### config.mk
export PLATFORM = sky130hd
export DESIGN_NAME = ats21_cmd_issuer
export DESIGN_NICKNAME = d
export VERILOG_FILES = /design/src/rtl/ats21_pkg.sv /design/src/rtl/ats21_cmd_fifo.sv /design/src/rtl/ats21_cmd_issuer.sv
export SDC_FILE = /design/constraint.sdc
export NUM_CORES = 1
export LEC_CHECK = 0
export ABC_AREA = 1
export CAP_MARGIN = 20
export CORE_AREA = 2 2 180 182
export DETAILED_ROUTE_END_ITERATION = 8
export DIE_AREA = 0 0 182 184
export HOLD_SLACK_MARGIN = 0.12
export PLACE_DENSITY_LB_ADDON = 0.05
export SLEW_MARGIN = 20
export SYNTH_ARGS = -nofsm -noshare
export SYNTH_HDL_FRONTEND = slang
export SYNTH_SLANG_ARGS = --single-unit
### constraint.sdc
create_clock -name clk_1x -period 4.9 [get_ports clk_1x]
set_input_delay 0.735 -clock clk_1x [delete_from_list [all_inputs] [get_ports clk_1x]]
set_output_delay 0.735 -clock clk_1x [all_outputs]
set_load 0.01 [all_outputs]
### src/rtl/ats21_pkg.sv
// Shared types and constants for the ATS21 command issuer.
// Holds opcode/stat encodings, the issuer FSM state type and device sizes.
package ats21_pkg;

    localparam int NUM_ALARMS = 24;
    localparam int NUM_CLOCKS = 4;

    typedef enum logic [2:0] {
        OP_NOP     = 3'b000,
        OP_SET_CLK = 3'b001,
        OP_EN_CLK  = 3'b010,
        OP_MODE    = 3'b011,
        OP_SET_ALM = 3'b101,
        OP_SET_TMR = 3'b110,
        OP_EN_ALM  = 3'b111
    } op_e;

    typedef enum logic {
        STAT_NACK = 1'b0,
        STAT_ACK  = 1'b1
    } stat_e;

    typedef enum logic [1:0] {
        ST_IDLE,
        ST_BEAT_HI,
        ST_BEAT_LO,
        ST_RESP
    } iss_state_e;

    function automatic logic is_nop(input logic [2:0] op);
        return op == OP_NOP;
    endfunction

endpackage

### src/rtl/ats21_cmd_fifo.sv
// Per-client synchronous command FIFO (power-of-two DEPTH).
// Ports: push/push_data in, pop in, head/head_nxt out (entry after head),
// two (>=2 entries), full, empty. Push while full is accepted with a pop.
module ats21_cmd_fifo #(
    parameter int DEPTH = 4,
    parameter int WIDTH = 32
) (
    input  logic             clk_1x,
    input  logic             reset,
    input  logic             push,
    input  logic [WIDTH-1:0] push_data,
    input  logic             pop,
    output logic [WIDTH-1:0] head,
    output logic [WIDTH-1:0] head_nxt,
    output logic             two,
    output logic             full,
    output logic             empty
);

    localparam int AW = $clog2(DEPTH);

    logic [WIDTH-1:0] mem_q [DEPTH];
    logic [AW-1:0]    wp_q;
    logic [AW-1:0]    rp_q;
    logic [AW:0]      cnt_q;
    logic             wr;
    logic             rd;

    assign full     = cnt_q == (AW+1)'(DEPTH);
    assign empty    = cnt_q == '0;
    assign two      = cnt_q > (AW+1)'(1);
    assign wr       = push && (!full || pop);
    assign rd       = pop && !empty;
    assign head     = mem_q[rp_q];
    assign head_nxt = mem_q[rp_q + AW'(1)];

    always_ff @(posedge clk_1x or posedge reset) begin
        if (reset) begin
            wp_q  <= '0;
            rp_q  <= '0;
            cnt_q <= '0;
        end else begin
            if (wr) wp_q <= wp_q + AW'(1);
            if (rd) rp_q <= rp_q + AW'(1);
            unique case ({wr, rd})
                2'b10:   cnt_q <= cnt_q + (AW+1)'(1);
                2'b01:   cnt_q <= cnt_q - (AW+1)'(1);
                default: cnt_q <= cnt_q;
            endcase
        end
    end

    always_ff @(posedge clk_1x) begin
        if (wr) mem_q[wp_q] <= push_data;
    end

endmodule

### src/rtl/ats21_cmd_issuer.sv
// ATS21 client-side initiator: two command FIFOs, two-beat bus FSM with
// per-client Ack/Nack handling, and sticky alarm capture with interrupt.
// Ports: cmd_* (A/B command in), rsp_* (A/B completion), req/ctrlA/ctrlB/
// stat (ATS21 bus), data/alarm_clr/alarm_pending/alarm_irq (alarms).
// Build option: ATS21_ISSUER_RETRY_EN enables Nack retry up to MAX_RETRY.
module ats21_cmd_issuer #(
    parameter int FIFO_DEPTH = 4,
    parameter int MAX_RETRY  = 3,
    parameter int NUM_ALARMS = ats21_pkg::NUM_ALARMS
) (
    input  logic                  clk_1x,
    input  logic                  reset,
    input  logic                  cmd_valid_a,
    input  logic [31:0]           cmd_data_a,
    output logic                  cmd_ready_a,
    input  logic                  cmd_valid_b,
    input  logic [31:0]           cmd_data_b,
    output logic                  cmd_ready_b,
    output logic                  rsp_valid_a,
    output logic                  rsp_ack_a,
    output logic                  rsp_valid_b,
    output logic                  rsp_ack_b,
    output logic                  req,
    output logic [15:0]           ctrlA,
    output logic [15:0]           ctrlB,
    input  logic [1:0]            stat,
    input  logic [NUM_ALARMS-1:0] data,
    input  logic [NUM_ALARMS-1:0] alarm_clr,
    output logic [NUM_ALARMS-1:0] alarm_pending,
    output logic                  alarm_irq
);

    import ats21_pkg::*;

    // Index 0 is client A, index 1 is client B.
    logic [1:0]        cvalid;
    logic [1:0][31:0]  cdata;
    logic [1:0]        push, pop, full, empty, two;
    logic [1:0][31:0]  head, nxt, sel;
    logic [1:0]        ack, stay, done, go, nop_rsp, retry_left;

    iss_state_e        state_q;
    logic [1:0]        part_q;
    logic              req_q;
    logic [1:0][15:0]  ctrl_q;
    logic [1:0][15:0]  lo_q;
    logic [1:0]        rsp_v_q;
    logic [1:0]        rsp_ack_q;

    logic [NUM_ALARMS-1:0] data_q;
    logic [NUM_ALARMS-1:0] pend_q;

    assign cvalid = {cmd_valid_b, cmd_valid_a};
    assign cdata  = {cmd_data_b, cmd_data_a};

    for (genvar c = 0; c < 2; c++) begin : g_fifo
        assign push[c] = cvalid[c] && !full[c];
        ats21_cmd_fifo #(
            .DEPTH (FIFO_DEPTH),
            .WIDTH (32)
        ) u_fifo (
            .clk_1x    (clk_1x),
            .reset     (reset),
            .push      (push[c]),
            .push_data (cdata[c]),
            .pop       (pop[c]),
            .head      (head[c]),
            .head_nxt  (nxt[c]),
            .two       (two[c]),
            .full      (full[c]),
            .empty     (empty[c])
        );
    end

`ifdef ATS21_ISSUER_RETRY_EN
    localparam int RW = $clog2(MAX_RETRY + 1);
    logic [1:0][RW-1:0] rcnt_q;

    always_comb begin
        for (int c = 0; c < 2; c++)
            retry_left[c] = rcnt_q[c] < RW'(MAX_RETRY);
    end

    always_ff @(posedge clk_1x or posedge reset) begin
        if (reset) begin
            rcnt_q <= '0;
        end else if (state_q == ST_RESP) begin
            for (int c = 0; c < 2; c++)
                if (part_q[c])
                    rcnt_q[c] <= stay[c] ? rcnt_q[c] + RW'(1) : '0;
        end
    end
`else
    // Retry limit has no effect in this build.
    logic unused_retry;
    assign unused_retry = ^MAX_RETRY;
    assign retry_left   = '0;
`endif

    // Launch selection: on completion in RESP the next command is the
    // entry behind the head being popped, so back-to-back needs no IDLE.
    always_comb begin
        for (int c = 0; c < 2; c++) begin
            ack[c]     = stat[c] == STAT_ACK;
            stay[c]    = part_q[c] && !ack[c] && retry_left[c];
            done[c]    = state_q == ST_RESP && part_q[c] && !stay[c];
            // A registered pulse owns this cycle; the nop waits one.
            nop_rsp[c] = state_q == ST_IDLE && !empty[c] &&
                         is_nop(head[c][31:29]) && !rsp_v_q[c];
            pop[c]     = done[c] || nop_rsp[c];
            go[c]      = 1'b0;
            sel[c]     = head[c];
            if (state_q == ST_IDLE) begin
                go[c] = !empty[c] && !is_nop(head[c][31:29]);
            end else if (state_q == ST_RESP) begin
                if (done[c]) begin
                    go[c]  = two[c] && !is_nop(nxt[c][31:29]);
                    sel[c] = nxt[c];
                end else if (stay[c]) begin
                    go[c] = 1'b1;
                end else begin
                    go[c] = !empty[c] && !is_nop(head[c][31:29]);
                end
            end
        end
    end

    always_ff @(posedge clk_1x or posedge reset) begin
        if (reset) begin
            state_q   <= ST_IDLE;
            part_q    <= '0;
            req_q     <= 1'b0;
            ctrl_q    <= '0;
            lo_q      <= '0;
            rsp_v_q   <= '0;
            rsp_ack_q <= '0;
        end else begin
            rsp_v_q   <= done;
            rsp_ack_q <= done & ack;
            unique case (state_q)
                ST_IDLE, ST_RESP: begin
                    part_q  <= go;
                    req_q   <= |go;
                    state_q <= (|go) ? ST_BEAT_HI : ST_IDLE;
                    for (int c = 0; c < 2; c++) begin
                        ctrl_q[c] <= go[c] ? sel[c][31:16] : 16'h0000;
                        lo_q[c]   <= sel[c][15:0];
                    end
                end
                ST_BEAT_HI: begin
                    state_q <= ST_BEAT_LO;
                    for (int c = 0; c < 2; c++)
                        ctrl_q[c] <= part_q[c] ? lo_q[c] : 16'h0000;
                end
                ST_BEAT_LO: begin
                    state_q <= ST_RESP;
                    req_q   <= 1'b0;
                    ctrl_q  <= '0;
                end
                default: state_q <= ST_IDLE;
            endcase
        end
    end

    // Set wins over a coincident clear.
    always_ff @(posedge clk_1x or posedge reset) begin
        if (reset) begin
            data_q <= '0;
            pend_q <= '0;
        end else begin
            data_q <= data;
            pend_q <= (pend_q & ~alarm_clr) | (data & ~data_q);
        end
    end

    assign cmd_ready_a   = !full[0];
    assign cmd_ready_b   = !full[1];
    assign rsp_valid_a   = rsp_v_q[0] | nop_rsp[0];
    assign rsp_ack_a     = rsp_ack_q[0] | nop_rsp[0];
    assign rsp_valid_b   = rsp_v_q[1] | nop_rsp[1];
    assign rsp_ack_b     = rsp_ack_q[1] | nop_rsp[1];
    assign req           = req_q;
    assign ctrlA         = ctrl_q[0];
    assign ctrlB         = ctrl_q[1];
    assign alarm_pending = pend_q;
    assign alarm_irq     = |pend_q;

endmodule

=== Word level (Yosys, flattened, before mapping) ===
Memories as Yosys holds them, arrays and structs flattened.
Index checks and enable logic that the tools add are counted.

* Bits in registers: 135
* Output and inout bits: 64
* RAM bits: 256
* Memories: 2

{| class="wikitable"
|+ Memories
! name !! words !! bits a word !! read ports !! clocked after memory_dff !! wr ports !! RTL line !! text
|-
| g_fifo[0].u_fifo.mem_q || 4 || 32 || 2 || 0 || 1 || ats21_cmd_fifo.sv:22 || <nowiki>logic [WIDTH-1:0] mem_q [DEPTH];</nowiki>
|-
| g_fifo[1].u_fifo.mem_q || 4 || 32 || 2 || 0 || 1 || ats21_cmd_fifo.sv:22 ||
|}

* $add $sub $neg: 8
* Equal/unequal tests: 9
* Reductions and logical operators: 45
* Muxes and demuxes: 26
* Bitwise gates (word level): 10
* Magnitude comparators: 2

{| class="wikitable"
|+ Operators by type and width
! cell !! number
|-
| $mux 32 || 6
|-
| $pmux 32 s3 || 1
|-
| $mux 16 || 4
|-
| $and 24x24->24 || 2
|-
| $not 24->24 || 2
|-
| $or 24x24->24 || 1
|-
| $reduce_or 24->1 || 1
|-
| $logic_and 1x1->1 || 18
|-
| $logic_not 3->1 || 6
|-
| $pmux 3 s2 || 2
|-
| $mux 1 || 11
|-
| $logic_not 1->1 || 10
|-
| $add 2x1->2 const B || 4
|-
| $eq 2x2->1 const B || 4
|-
| $add 3x1->3 const B || 2
|-
| $eq 2x1->1 const B || 3
|-
| $eq 3x3->1 const B || 2
|-
| $gt 3x1->1 const B || 2
|-
| $pmux 2 s3 || 1
|-
| $reduce_bool 2->1 || 3
|-
| $sub 3x1->3 const B || 2
|-
| $logic_or 1x1->1 || 4
|-
| $or 1x1->1 || 4
|-
| $reduce_or 2->1 || 2
|-
| 3 further kinds || 3
|}

=== Longest topological paths before layout ===
Gate-level depths: netlist of run 1.
An unclocked memory read counts as a cell.

* Depth in word-level cells: 11
* Depth in mapped cells: 16
* Depth with buffers taken out: 15

=== Cells and area by module ===
Synthesis of run 1 repeated with hierarchy kept, for this count alone.

* Cell total of the unflattened synthesis: 1875
* Area, all modules: 18081.1 µm²

{| class="wikitable"
|+ Modules (own cells, without submodules)
! module !! cells each !! area an instance (µm²) !! times used
|-
| ats21_cmd_fifo at g_fifo[1].u_fifo || 635 || 6389.9 || 1
|-
| ats21_cmd_fifo at g_fifo[0].u_fifo || 640 || 6352.3 || 1
|-
| ats21_cmd_issuer || 600 || 5338.9 || 1
|}

=== Least setup slack after synthesis of run 1 ===
No wires, ideal clock.

* Kind: flip-flop to flip-flop
* Start point: reg g_fifo[0].u_fifo.cnt_q[0]
* End point: mem g_fifo[0].u_fifo.mem_q[0][0], enable pin
* Setup time: 0.421 ns
* Clock period less this slack: 2.771 ns
* Path buffers: 0
* Data arrival time: 2.350 ns
* Stages on the path, launching flop included: 6
* Data required time: 4.479 ns
* Setup slack: 2.129 ns
* Cell sequence: dfrtp_1 inv_1 ha_1 nand2_1 nand2_1 nor2_1

{| class="wikitable"
|+ RTL lines
! what !! RTL line !! text
|-
| from (decl) || ats21_cmd_fifo.sv:25 || <nowiki>logic [AW:0] cnt_q;</nowiki>
|-
| from (signal assigned) || ats21_cmd_fifo.sv:46 || <nowiki>2'b10: cnt_q <= cnt_q + (AW+1)'(1);</nowiki>
|-
| from (signal assigned) || ats21_cmd_fifo.sv:47 || <nowiki>2'b01: cnt_q <= cnt_q - (AW+1)'(1);</nowiki>
|-
| from (signal assigned) || ats21_cmd_fifo.sv:48 || <nowiki>default: cnt_q <= cnt_q;</nowiki>
|-
| $eq 3x3->1 * || ats21_cmd_fifo.sv:29 || <nowiki>assign full = cnt_q == (AW+1)'(DEPTH);</nowiki>
|-
| $logic_not 1->1 * || -- ||
|-
| named net cmd_ready_a || ats21_cmd_issuer.sv:15 || <nowiki>output logic cmd_ready_a,</nowiki>
|-
| $logic_and 1x1->1 / $logic_or 1x1->1 (equally long branches) || ats21_cmd_issuer.sv:57, ats21_cmd_fifo.sv:32 ||
|-
| $logic_and 1x1->1 * || ats21_cmd_fifo.sv:32 || <nowiki>assign wr = push && (!full || pop);</nowiki>
|-
| $mux 1 * || ats21_cmd_fifo.sv:54 || <nowiki>if (wr) mem_q[wp_q] <= push_data;</nowiki>
|-
| $mux 1 (implied by the code) * || ats21_cmd_fifo.sv:54 ||
|-
| to (decl) || ats21_cmd_fifo.sv:22 ||
|}

The timed path passes the listed nets; every way through them passes the cells marked *.

=== Final worst setup path of run 1 ===
* Start point: reg g_fifo[0].u_fifo.rp_q[1]
* End point: out rsp_ack_a

* Cells in the longest elaborated chain, start to end: 5

{| class="wikitable"
|+ Ends and longest elaborated chain
! what !! RTL line !! text
|-
| from (decl) || ats21_cmd_fifo.sv:24 || <nowiki>logic [AW-1:0] rp_q;</nowiki>
|-
| from (signal assigned) || ats21_cmd_fifo.sv:44 || <nowiki>if (rd) rp_q <= rp_q + AW'(1);</nowiki>
|-
| $mem_v2 4x32 || -- ||
|-
| $logic_not 3->1 || ats21_pkg.sv:31 || <nowiki>return op == OP_NOP;</nowiki>
|-
| $logic_and 1x1->1 || ats21_cmd_issuer.sv:108 || <nowiki>nop_rsp[c] = state_q == ST_IDLE && !empty[c] &&</nowiki>
|-
| $logic_and 1x1->1 || ats21_cmd_issuer.sv:109 || <nowiki>is_nop(head[c][31:29]) && !rsp_v_q[c];</nowiki>
|-
| $or 1x1->1 || ats21_cmd_issuer.sv:179 || <nowiki>assign rsp_ack_a = rsp_ack_q[0] | nop_rsp[0];</nowiki>
|-
| to (decl) || ats21_cmd_issuer.sv:20 || <nowiki>output logic rsp_ack_a,</nowiki>
|}

No other way between the ends.

==> impl_metrics.env, run 1 <==
export IMPL_crit_path_max_fanout=38
export IMPL_fin_skew_ns=0.02367
export IMPL_finalNetCount=1912
export IMPL_cts_htree_levels=2
export IMPL_design_area_mm2=0.02050
export IMPL_p_leak_nw=8.069
export IMPL_cts_buffers=41
export IMPL_clock_sinks=391
export IMPL_rsz0062_at_grt="no"
export IMPL_placed_area_mm2=0.01925
export IMPL_synth_area_mm2=0.01714
export IMPL_yosysWarningCount=0
export IMPL_fill_cells=2429
export IMPL_start_util_pct=54.60
export IMPL_die_x_um=182
export IMPL_worstSetupStartpointType="register"
export IMPL_drtAntennaViolNets=0
export IMPL_avgViaCountPerCell=5.852
export IMPL_synth_yosys_seq_area_share_pct=64.56
export IMPL_period_needed_ns=3.636
export IMPL_syn_inst=1619
export IMPL_syn_nets=1760
export IMPL_critPathArrivalTime_ns=2.90
export IMPL_period_share_pct=74.21
export IMPL_tritoncts="built"
export IMPL_die_h_um=184
export IMPL_worstSetupEndpointType="output port"
export IMPL_synth_edf_count=256
export IMPL_wire_per_inst_um=19.20
export IMPL_hold_ws_ns=0.4089
export IMPL_dieArea_mm2=0.03349
export IMPL_maxSlewViolCount=0
export IMPL_io_buffers=181
export IMPL_grt_total_usage_pct=25.22
export IMPL_place_congestion=0.8381
export IMPL_slew_headroom_pct=38.04
export IMPL_design_core_area_mm2=0.03139
export IMPL_drt_wl_total_um=42350
export IMPL_final_core_util_pct=65.29
export IMPL_ir_drop_v=0.0003374
export IMPL_hold_viol=0
export IMPL_first_pass_iters=5
export IMPL_antenna_found_initial=1
export IMPL_hold_buffers=0
export IMPL_area_growth_pct=19.59
export IMPL_clockRootBuffer="clkbuf_16"
export IMPL_num_io_pins=182
export IMPL_yosys_cell_types_count=43
export IMPL_cts_setup_buffers=0
export IMPL_min_path_type="register to register"
export IMPL_drive_gt1_share_pct=7.099
export IMPL_worst_pin_slew_ns=0.9272
export IMPL_worstSetupPathType="register to output port"
export IMPL_finalSetupTns_ns=0
export IMPL_vias=12910
export IMPL_row_count=65
export IMPL_drc_errors=0
export IMPL_ctsResizeCount=0
export IMPL_power_density_mw_per_mm2=592.6
export IMPL_grt_pass1_vias=12670
export IMPL_synthFlopType="edfxtp_1"
export IMPL_drv_cap=0
export IMPL_status="complete, no violations"
export IMPL_grt_max_degree=88
export IMPL_syn_avg_cell_area_um2=10.59
export IMPL_fmax_mhz=275.0
export IMPL_setup_viol=0
export IMPL_synthArstFlopShare_pct=34.53
export IMPL_synth_seq_cells=391
export IMPL_grt_pass1_wl_um=66050
export IMPL_drtIter0Drc=1189
export IMPL_required_ns=4.16
export IMPL_hpwl_um=25470
export IMPL_insertion_delay_ns=0.53
export IMPL_power_mw=12.15
export IMPL_path_clk_slew_ns=0.06
export IMPL_overflow=0
export IMPL_clockBufferDepth=3
[cell type report]
class	instances	area, µm²	area share, %
flip-flops and latches	391	11070	54.00
clock buffers	56	1092	5.329
inverters	131	496.7	2.423
diodes	1	2.502	0.01221
multi-input cells	1001	5190	25.32
repair buffers	205	1992	9.718
well taps	402	503.0	2.454
clock inverters	19	152.6	0.7447
[worst max-delay path, stage by stage, from the launching register on]
cell	delay [ns]
dfrtp_1	0.56
inv_2	0.12
buf_4	0.39
nand3_1	0.12
nand2_1	0.12
nand3_1	0.11
nor3_1	0.21
nand2_1	0.13
nand2_1	0.08
clkdlybuf4s50_1	0.53
[layout by cell type, fill, tap and decap left out, drive strengths merged, types with 7 or more instances in the layout]
cell type,netlist,final
a221o,7,7
o22ai,61,61
clkdlybuf4s50,0,181
clkinv,1,15
nand2,301,301
ha,23,23
a22oi,14,14
o211ai,14,14
or2,8,8
inv,130,132
a21oi,151,151
a21boi,7,7
nand4,10,10
dfrtp,135,135
nor2,99,99
clkbuf,57,56
o21ai,200,200
o221ai,7,7
buf,39,24
edfxtp,256,256
nand3,54,54
[logic make-up after synthesis]
group	Yosys count	share of synthesized area (%)
adders and majority gates	23	1.679
DFF	391	64.56
xor gates and xnor gates	10	0.5110
AOI/OAI and AO/OA	491	16.48
buffers and inverters	227	5.351
and+or+nand+nor	477	11.42
[through the flow]
step | setup slack [ns] | cells
3_5_place_dp | 1.727 | 2130
2_1_floorplan | 0.5539 | 1619
5_1_grt | 1.066 | 2205
3_3_place_gp | 1.856 | 2130
6_report | 1.264 | 2206
4_1_cts | 1.227 | 2205
[power breakdown]
| part | internal, mW | switching [mW] |
|---|---|---|
| combinational | 1.45 | 3.09 |
| sequential | 4.33 | 0.385 |
| clock | 1.67 | 1.22 |
[flip-flops by register name, indices dropped and copies added, names as in the netlist, 6 cells and up]
signal               count
ctrlB                   16
g_fifo.u_fifo.mem_q    256
g_fifo.u_fifo.cnt_q      6
alarm_pending           24
ctrlA                   16
data_q                  24
lo_q                    32
[layer usage]
layer | global-route usage (%) | wire, µm | vias to the layer above
li1 | - | - | 6026
met1 | 36.54 | 18770 | 6203
met2 | 38.96 | 19050 | 598
met3 | 4.338 | 3599 | 83
met4 | 8.516 | 933 | 0
met5 | 0 | 0 | -
[cells in the mapped netlist, types with 9 or more instances]
cell type  instances  area share [%]
a22oi_1           14            0.61
inv_1            124             2.7
buf_2             25            0.73
edfxtp_1         256              45
nand3_1           52             1.5
nand2_1          296             6.5
o22ai_1           61             2.2
ha_1              23             1.7
nor2_1            97             2.1
a21oi_1          151             4.4
dfrtp_1          135              20
o211ai_1          14            0.61
nand4_1           10            0.36
clkbuf_1          57             1.2
o21ai_2            9            0.46
o21ai_0          120             3.5
o21ai_1           71             2.1
[final timing paths]
path                            slack, ns  cells past startpoint                                 start                                    to
worst max-delay path                 1.26                      9  g_fifo[0].u_fifo.rp_q[1]$_DFFE_PP0P_                             rsp_ack_a
max in group asynchronous            3.23                      3                                 reset  g_fifo[0].u_fifo.rp_q[0]$_DFFE_PP0P_
worst min-delay path                 0.41                      1                  data_q[23]$_DFF_PP0_           alarm_pending[23]$_DFF_PP0_
worst max register to register       1.67                     13  g_fifo[1].u_fifo.rp_q[0]$_DFFE_PP0P_                    ctrlB[0]$_DFF_PP0_
min in group asynchronous            0.73                      2                                 reset                  data_q[18]$_DFF_PP0_
worst min register to register       0.41                      1                  data_q[23]$_DFF_PP0_           alarm_pending[23]$_DFF_PP0_
(Power assumes the default switching activity.)
==> inputs of run 2 (changes only) <==
CORE_AREA = 2 2 187 189   (was 2 2 180 182)
DIE_AREA = 0 0 189 191   (was 0 0 182 184)
clock period = 2.9 ns   (was 4.9 ns; I/O delays follow)
==> impl_metrics.env, run 2 (synthesis results as in run 1) <==
export IMPL_min_path_type="input pin to register"
export IMPL_cts_htree_levels=2
export IMPL_finalSetupTns_ns=0
export IMPL_place_congestion=0.8371
export IMPL_layout_commonest_cell="nand2_1"
export IMPL_drt_wl_total_um=44180
export IMPL_grt_max_degree=113
export IMPL_maxSlewViolCount=0
export IMPL_place_ws_ns=0.2888
export IMPL_fill_cells=2710
export IMPL_finalNetCount=1935
export IMPL_internal_power_mw=13.37
export IMPL_timing_rr_start="g_fifo[1].u_fifo.rp_q[0]$_DFFE_PP0P_"
export IMPL_drive_gt1_share_pct=8.857
export IMPL_io_buffers=181
export IMPL_row_count=68
export IMPL_clock_sinks=391
export IMPL_power_density_mw_per_mm2=1024
export IMPL_num_io_pins=182
export IMPL_final_cell_mix="nand2_1, edfxtp_1, clkdlybuf4s50_1, a21oi_1, dfrtp_1"
export IMPL_grt_total_usage_pct=24.42
export IMPL_worstSetupEndpointType="output port"
export IMPL_first_pass_iters=7
export IMPL_wire_per_inst_um=19.34
export IMPL_largest_reg_flops=256
export IMPL_drtIter0Drc=1076
export IMPL_period_needed_ns=2.731
export IMPL_worstSetupStartpointType="register"
export IMPL_wl_met2_um=19790
export IMPL_path_clk_slew_ns=0.06
export IMPL_period_share_pct=94.16
export IMPL_register_area_mm2=0.01107
export IMPL_drtAntennaViolNets=0
export IMPL_drc_errors=0
export IMPL_antenna_found_initial=2
export IMPL_antenna_cells=0
export IMPL_overflow=0
export IMPL_tritoncts="built"
export IMPL_multi_input_area_mm2=0.005215
export IMPL_fin_skew_ns=0.01537
export IMPL_clockBufferDepth=3
export IMPL_worstSetupPathType="register to output port"
export IMPL_critPathArrivalTime_ns=2.30
export IMPL_grt_pass1_vias=12330
export IMPL_p_sw_mw=8.220
export IMPL_design_area_mm2=0.02109
export IMPL_grt_pass1_wl_um=68490
export IMPL_reg_largest_list="g_fifo.u_fifo.mem_q: 256 flops, lo_q: 32 flops"
export IMPL_required_ns=2.47
export IMPL_die_h_um=191
export IMPL_setup_ws_ns=0.1693
export IMPL_rsz0062_at_grt="no"
export IMPL_swShare_pct=38.07
export IMPL_ir_drop_v=0.0007105
export IMPL_insertion_delay_ns=0.56
export IMPL_route_met3_wl_um=3443
export IMPL_drv_cap=0
export IMPL_die_x_um=189
export IMPL_hold_viol=0
export IMPL_clockRootBuffer="clkbuf_16"
export IMPL_worst_pin_slew_ns=0.6972
export IMPL_crit_path_max_fanout=4
export IMPL_p_comb_share_pct=37.7
export IMPL_hpwl_um=27130
export IMPL_power_frac_clock_pct=25.5
export IMPL_layout_cells_non_filler=2284
export IMPL_placed_area_mm2=0.01954
export IMPL_vias=12920
export IMPL_p_leak_nw=8.346
export IMPL_status="complete, no violations"
export IMPL_design_core_area_mm2=0.03412
export IMPL_met1_length_um=19950
export IMPL_top_layer="met5"
export IMPL_dieArea_mm2=0.03610
export IMPL_cp_startpoint="state_q[0]$_DFF_PP0_"
export IMPL_start_util_pct=50.24
export IMPL_area_growth_pct=23.04
export IMPL_cts_buffers=43
export IMPL_dp_cells=2198
export IMPL_largest_register="g_fifo.u_fifo.mem_q"
export IMPL_fmax_mhz=366.2
export IMPL_setup_viol=0
export IMPL_avgViaCountPerCell=5.658
export IMPL_min_from="data[18]"
export IMPL_seq_power_share_pct=36.7
export IMPL_slew_headroom_pct=53.52
[run 2: cell types whose count changed in the layout (fill, tap and decap cells not counted), moves of 3 or more]
cell / delta
buf_12: +8
buf_4: +12
clkbuf_16: +5
clkbuf_8: +10
clkdlybuf4s50_1: -4
clkinv_2: -5
inv_2: -4
inv_4: +3
nor2_2: -3
nor2_4: +3
[run 2: layout make-up]
class	instances	share of cell area, %
Timing Repair Buffer	226	10.67
Tap cell	455	2.699
Clock buffer	69	6.390
Clock inverter	11	0.5636
Inverter	131	2.438
Sequential cell	391	52.51
Multi-Input combinational cell	1001	24.73
[run 2: critical path, stage by stage (launching register included)]
cell           delay (ns)
dfrtp_1              0.41
inv_1                0.11
ha_2                 0.25
clkinvlp_4           0.14
buf_4                0.17
nor3_2               0.19
nand2_1              0.11
nand2_1              0.07
dlygate4sd2_1        0.29
[run 2: power by group through the flow]
stage / Combinational, mW / Clock (mW) / Sequential [mW]
floorplan: 5.42 / 0 / 7.87
global placement: 7.72 / 0 / 8.03
detailed placement: 7.94 / 0 / 8.04
CTS: 8.06 / 5.62 / 7.93
global route: 9.01 / 5.86 / 8.05
finish: 8.14 / 5.51 / 7.93
[run 2: routing by layer]
metal,track usage (%),vias to the layer above
met5,0,-
met4,7.692,4
met3,4.792,77
met2,37.71,542
met1,35.03,6239
li1,-,6060
[run 2: worst paths after layout]
kind                       cells after the start  slack [ns]                              endpoint
setup / recovery                               8        0.17                             rsp_ack_b
hold / removal                                 1        0.35                  data_q[18]$_DFF_PP0_
setup reg to reg                              12        0.46                    ctrlB[3]$_DFF_PP0_
hold reg to reg                                1        0.41            alarm_pending[3]$_DFF_PP0_
max in group asynchronous                      3        1.99  g_fifo[1].u_fifo.rp_q[0]$_DFFE_PP0P_
min in group asynchronous                      3        0.36                    ctrlA[9]$_DFF_PP0_
[run 2: through the flow]
stage / total power, mW / utilization, % / hold WS (ns)
after global routing: 22.92 / 61.81 / 0.3359
after CTS: 21.61 / 61.70 / 0.3216
after floorplan: 13.29 / - / 0.3988
after global placement: 15.75 / 57.28 / 0.4011
final: 21.59 / 61.81 / 0.3500
after detailed placement: 15.98 / 57.28 / 0.4042
[run 2: what timing repair did]
| item | CTS | global route |
|---|---|---|
| buffers inserted | 2 | 4 |
| hold buffers | 0 | 0 |
| endpoints found under the setup margin | 4 | 2 |
| endpoints found under the hold margin | 0 | 0 |
| resized for setup | 12 | 4 |
==> inputs of run 3 (changes only) <==
CORE_AREA = 2 2 180 182   (was 2 2 187 189)
DIE_AREA = 0 0 182 184   (was 0 0 189 191)
DONT_BUFFER_PORTS = 1   (was default)
SLEW_MARGIN = 25   (was 20)
==> impl_metrics.env, run 3 (synthesis results as in run 1) <==
export IMPL_status="complete, no violations"
export IMPL_grt_max_degree=66
export IMPL_overflow=0
export IMPL_rsz0062_at_grt="no"
export IMPL_num_io_pins=182
export IMPL_worst_pin_slew_ns=0.7648
export IMPL_area_growth_pct=17.53
export IMPL_largest_reg_flops=256
export IMPL_cts_buffers=42
export IMPL_seq_power_share_pct=38.9
export IMPL_start_util_pct=54.60
export IMPL_grt_pass1_wl_um=66500
export IMPL_ff2ff_setup_slack_ns=0.41
export IMPL_critPathArrivalTime_ns=2.21
export IMPL_period_share_pct=91.08
export IMPL_worstSetupEndpointType="output port"
export IMPL_fin_skew_ns=0.01184
export IMPL_worstSetupPathType="register to output port"
export IMPL_finalNetCount=1862
export IMPL_cts_setup_buffers=0
export IMPL_place_congestion=0.8151
export IMPL_period_needed_ns=2.641
export IMPL_drt_wl_total_um=42550
export IMPL_dieArea_mm2=0.03349
export IMPL_final_cell_mix="nand2_1, edfxtp_1, a21oi_1, dfrtp_1, inv_1"
export IMPL_ir_drop_v=0.0006057
export IMPL_vias=12530
export IMPL_first_pass_iters=7
export IMPL_clockRootBuffer="clkbuf_16"
export IMPL_drtIter0Drc=867
export IMPL_die_h_um=184
export IMPL_reg_largest_list="g_fifo.u_fifo.mem_q: 256 flops, lo_q: 32 flops"
export IMPL_internal_power_mw=12.67
export IMPL_place_ws_ns=0.3705
export IMPL_cp_startpoint="g_fifo[0].u_fifo.rp_q[0]$_DFFE_PP0P_"
export IMPL_cts_htree_levels=2
export IMPL_path_clk_slew_ns=0.06
export IMPL_insertion_delay_ns=0.54
export IMPL_maxSlewViolCount=0
export IMPL_grt_pass1_vias=12500
export IMPL_fmax_mhz=378.6
export IMPL_antenna_found_initial=1
export IMPL_layout_commonest_cell="nand2_1"
export IMPL_largest_register="g_fifo.u_fifo.mem_q"
export IMPL_clock_sinks=391
export IMPL_drive_gt1_share_pct=8.100
export IMPL_wire_per_inst_um=19.73
export IMPL_fill_cells=2419
export IMPL_hold_ws_ns=0.3297
export IMPL_tritoncts="built"
export IMPL_p_leak_nw=7.986
export IMPL_clockBufferDepth=3
export IMPL_min_path_type="input pin to register"
export IMPL_slew_headroom_pct=48.90
export IMPL_die_x_um=182
export IMPL_io_buffers=0
export IMPL_crit_path_max_fanout=21
export IMPL_timing_rr_start="g_fifo[0].u_fifo.rp_q[0]$_DFFE_PP0P_"
export IMPL_setup_viol=0
export IMPL_power_density_mw_per_mm2=1024
export IMPL_p_sw_mw=7.964
export IMPL_drc_errors=0
export IMPL_hpwl_um=25540
export IMPL_setup_ws_ns=0.2587
export IMPL_min_from="cmd_valid_a"
export IMPL_swShare_pct=38.60
export IMPL_avgViaCountPerCell=5.814
export IMPL_grt_total_usage_pct=25.49
export IMPL_drtAntennaViolNets=0
export IMPL_required_ns=2.47
export IMPL_worstSetupStartpointType="register"
export IMPL_row_count=65
export IMPL_hold_viol=0
export IMPL_drv_cap=0
export IMPL_finalSetupTns_ns=0
export IMPL_design_core_area_mm2=0.03139
export IMPL_p_comb_share_pct=36.5
export IMPL_power_frac_clock_pct=24.5
run 3: cell types whose count changed in the layout (fill, tap and decap cells not counted), moves of 3 or more:
cell	delta
dlygate4sd3_1	+115
inv_4	-3
clkbuf_8	-10
clkinv_2	+3
clkinv_1	+6
buf_4	-7
clkdlybuf4s50_1	-177
inv_2	+4
run 3: final timing paths:
path,to,cells after the start
min,g_fifo[0].u_fifo.wp_q[0]$_DFFE_PP0P_,2
min in group asynchronous,ctrlA[13]$_DFF_PP0_,2
min reg2reg,alarm_pending[5]$_DFF_PP0_,1
max,rsp_ack_a,8
max in group asynchronous,ctrlB[11]$_DFF_PP0_,3
max reg2reg,g_fifo[0].u_fifo.cnt_q[2]$_DFFE_PP0P_,13
run 3: worst max-delay path, cell delays in order, from the launching register on:
cell and delay [ns]:
dfrtp_2 0.61, inv_2 0.20, nand2_1 0.10, nand3_1 0.06
nand2_1 0.10, nand3_1 0.11, nor3_1 0.21, nand2_1 0.13
nand2_1 0.14
run 3: power groups by stage:
stage          logic [mW]  clock network (mW)  registers (mW)
2_1_floorplan        5.42                   0            7.87
6_report             7.53                5.06            8.04
4_1_cts              7.53                5.15            8.02
3_5_place_dp         7.34                   0            8.12
3_3_place_gp         7.19                   0            8.11
5_1_grt              8.45                5.42            8.16
run 3: final cells by class:
type                            instances  area (µm²)  area share (%)
Antenna cell                            1       2.502         0.01242
Clock buffer                           57        1160           5.757
Clock inverter                         19       140.1          0.6956
Inverter                              131       495.5           2.459
Multi-Input combinational cell       1001        5205           25.84
Sequential cell                       391       11070           54.95
Tap cell                              402       503.0           2.497
Timing Repair Buffer                  154        1569           7.788
run 3: per-layer routing:
metal,track usage [%],vias up,part of all wire (%)
met3,5.884,90,8.9
met1,35.32,5999,43
met5,0,-,0
li1,-,5918,-
met4,7.742,0,2.2
met2,40.46,527,46
run 3: per-stage QoR:
step	instance area, µm²	std cells	total power, mW	util, %
6_report	20150	2156	20.63	64.17
5_1_grt	20150	2156	22.04	64.17
4_1_cts	20140	2155	20.70	64.16
3_5_place_dp	17690	1964	15.45	56.35
3_3_place_gp	17690	1964	15.29	56.35
2_1_floorplan	17140	1619	13.29	-
run 3: timing repair:
item	CTS	global route
endpoints found under the hold margin	330	0
hold buffers	115	0
setup endpoints to repair	0	1
gates resized for setup	0	1
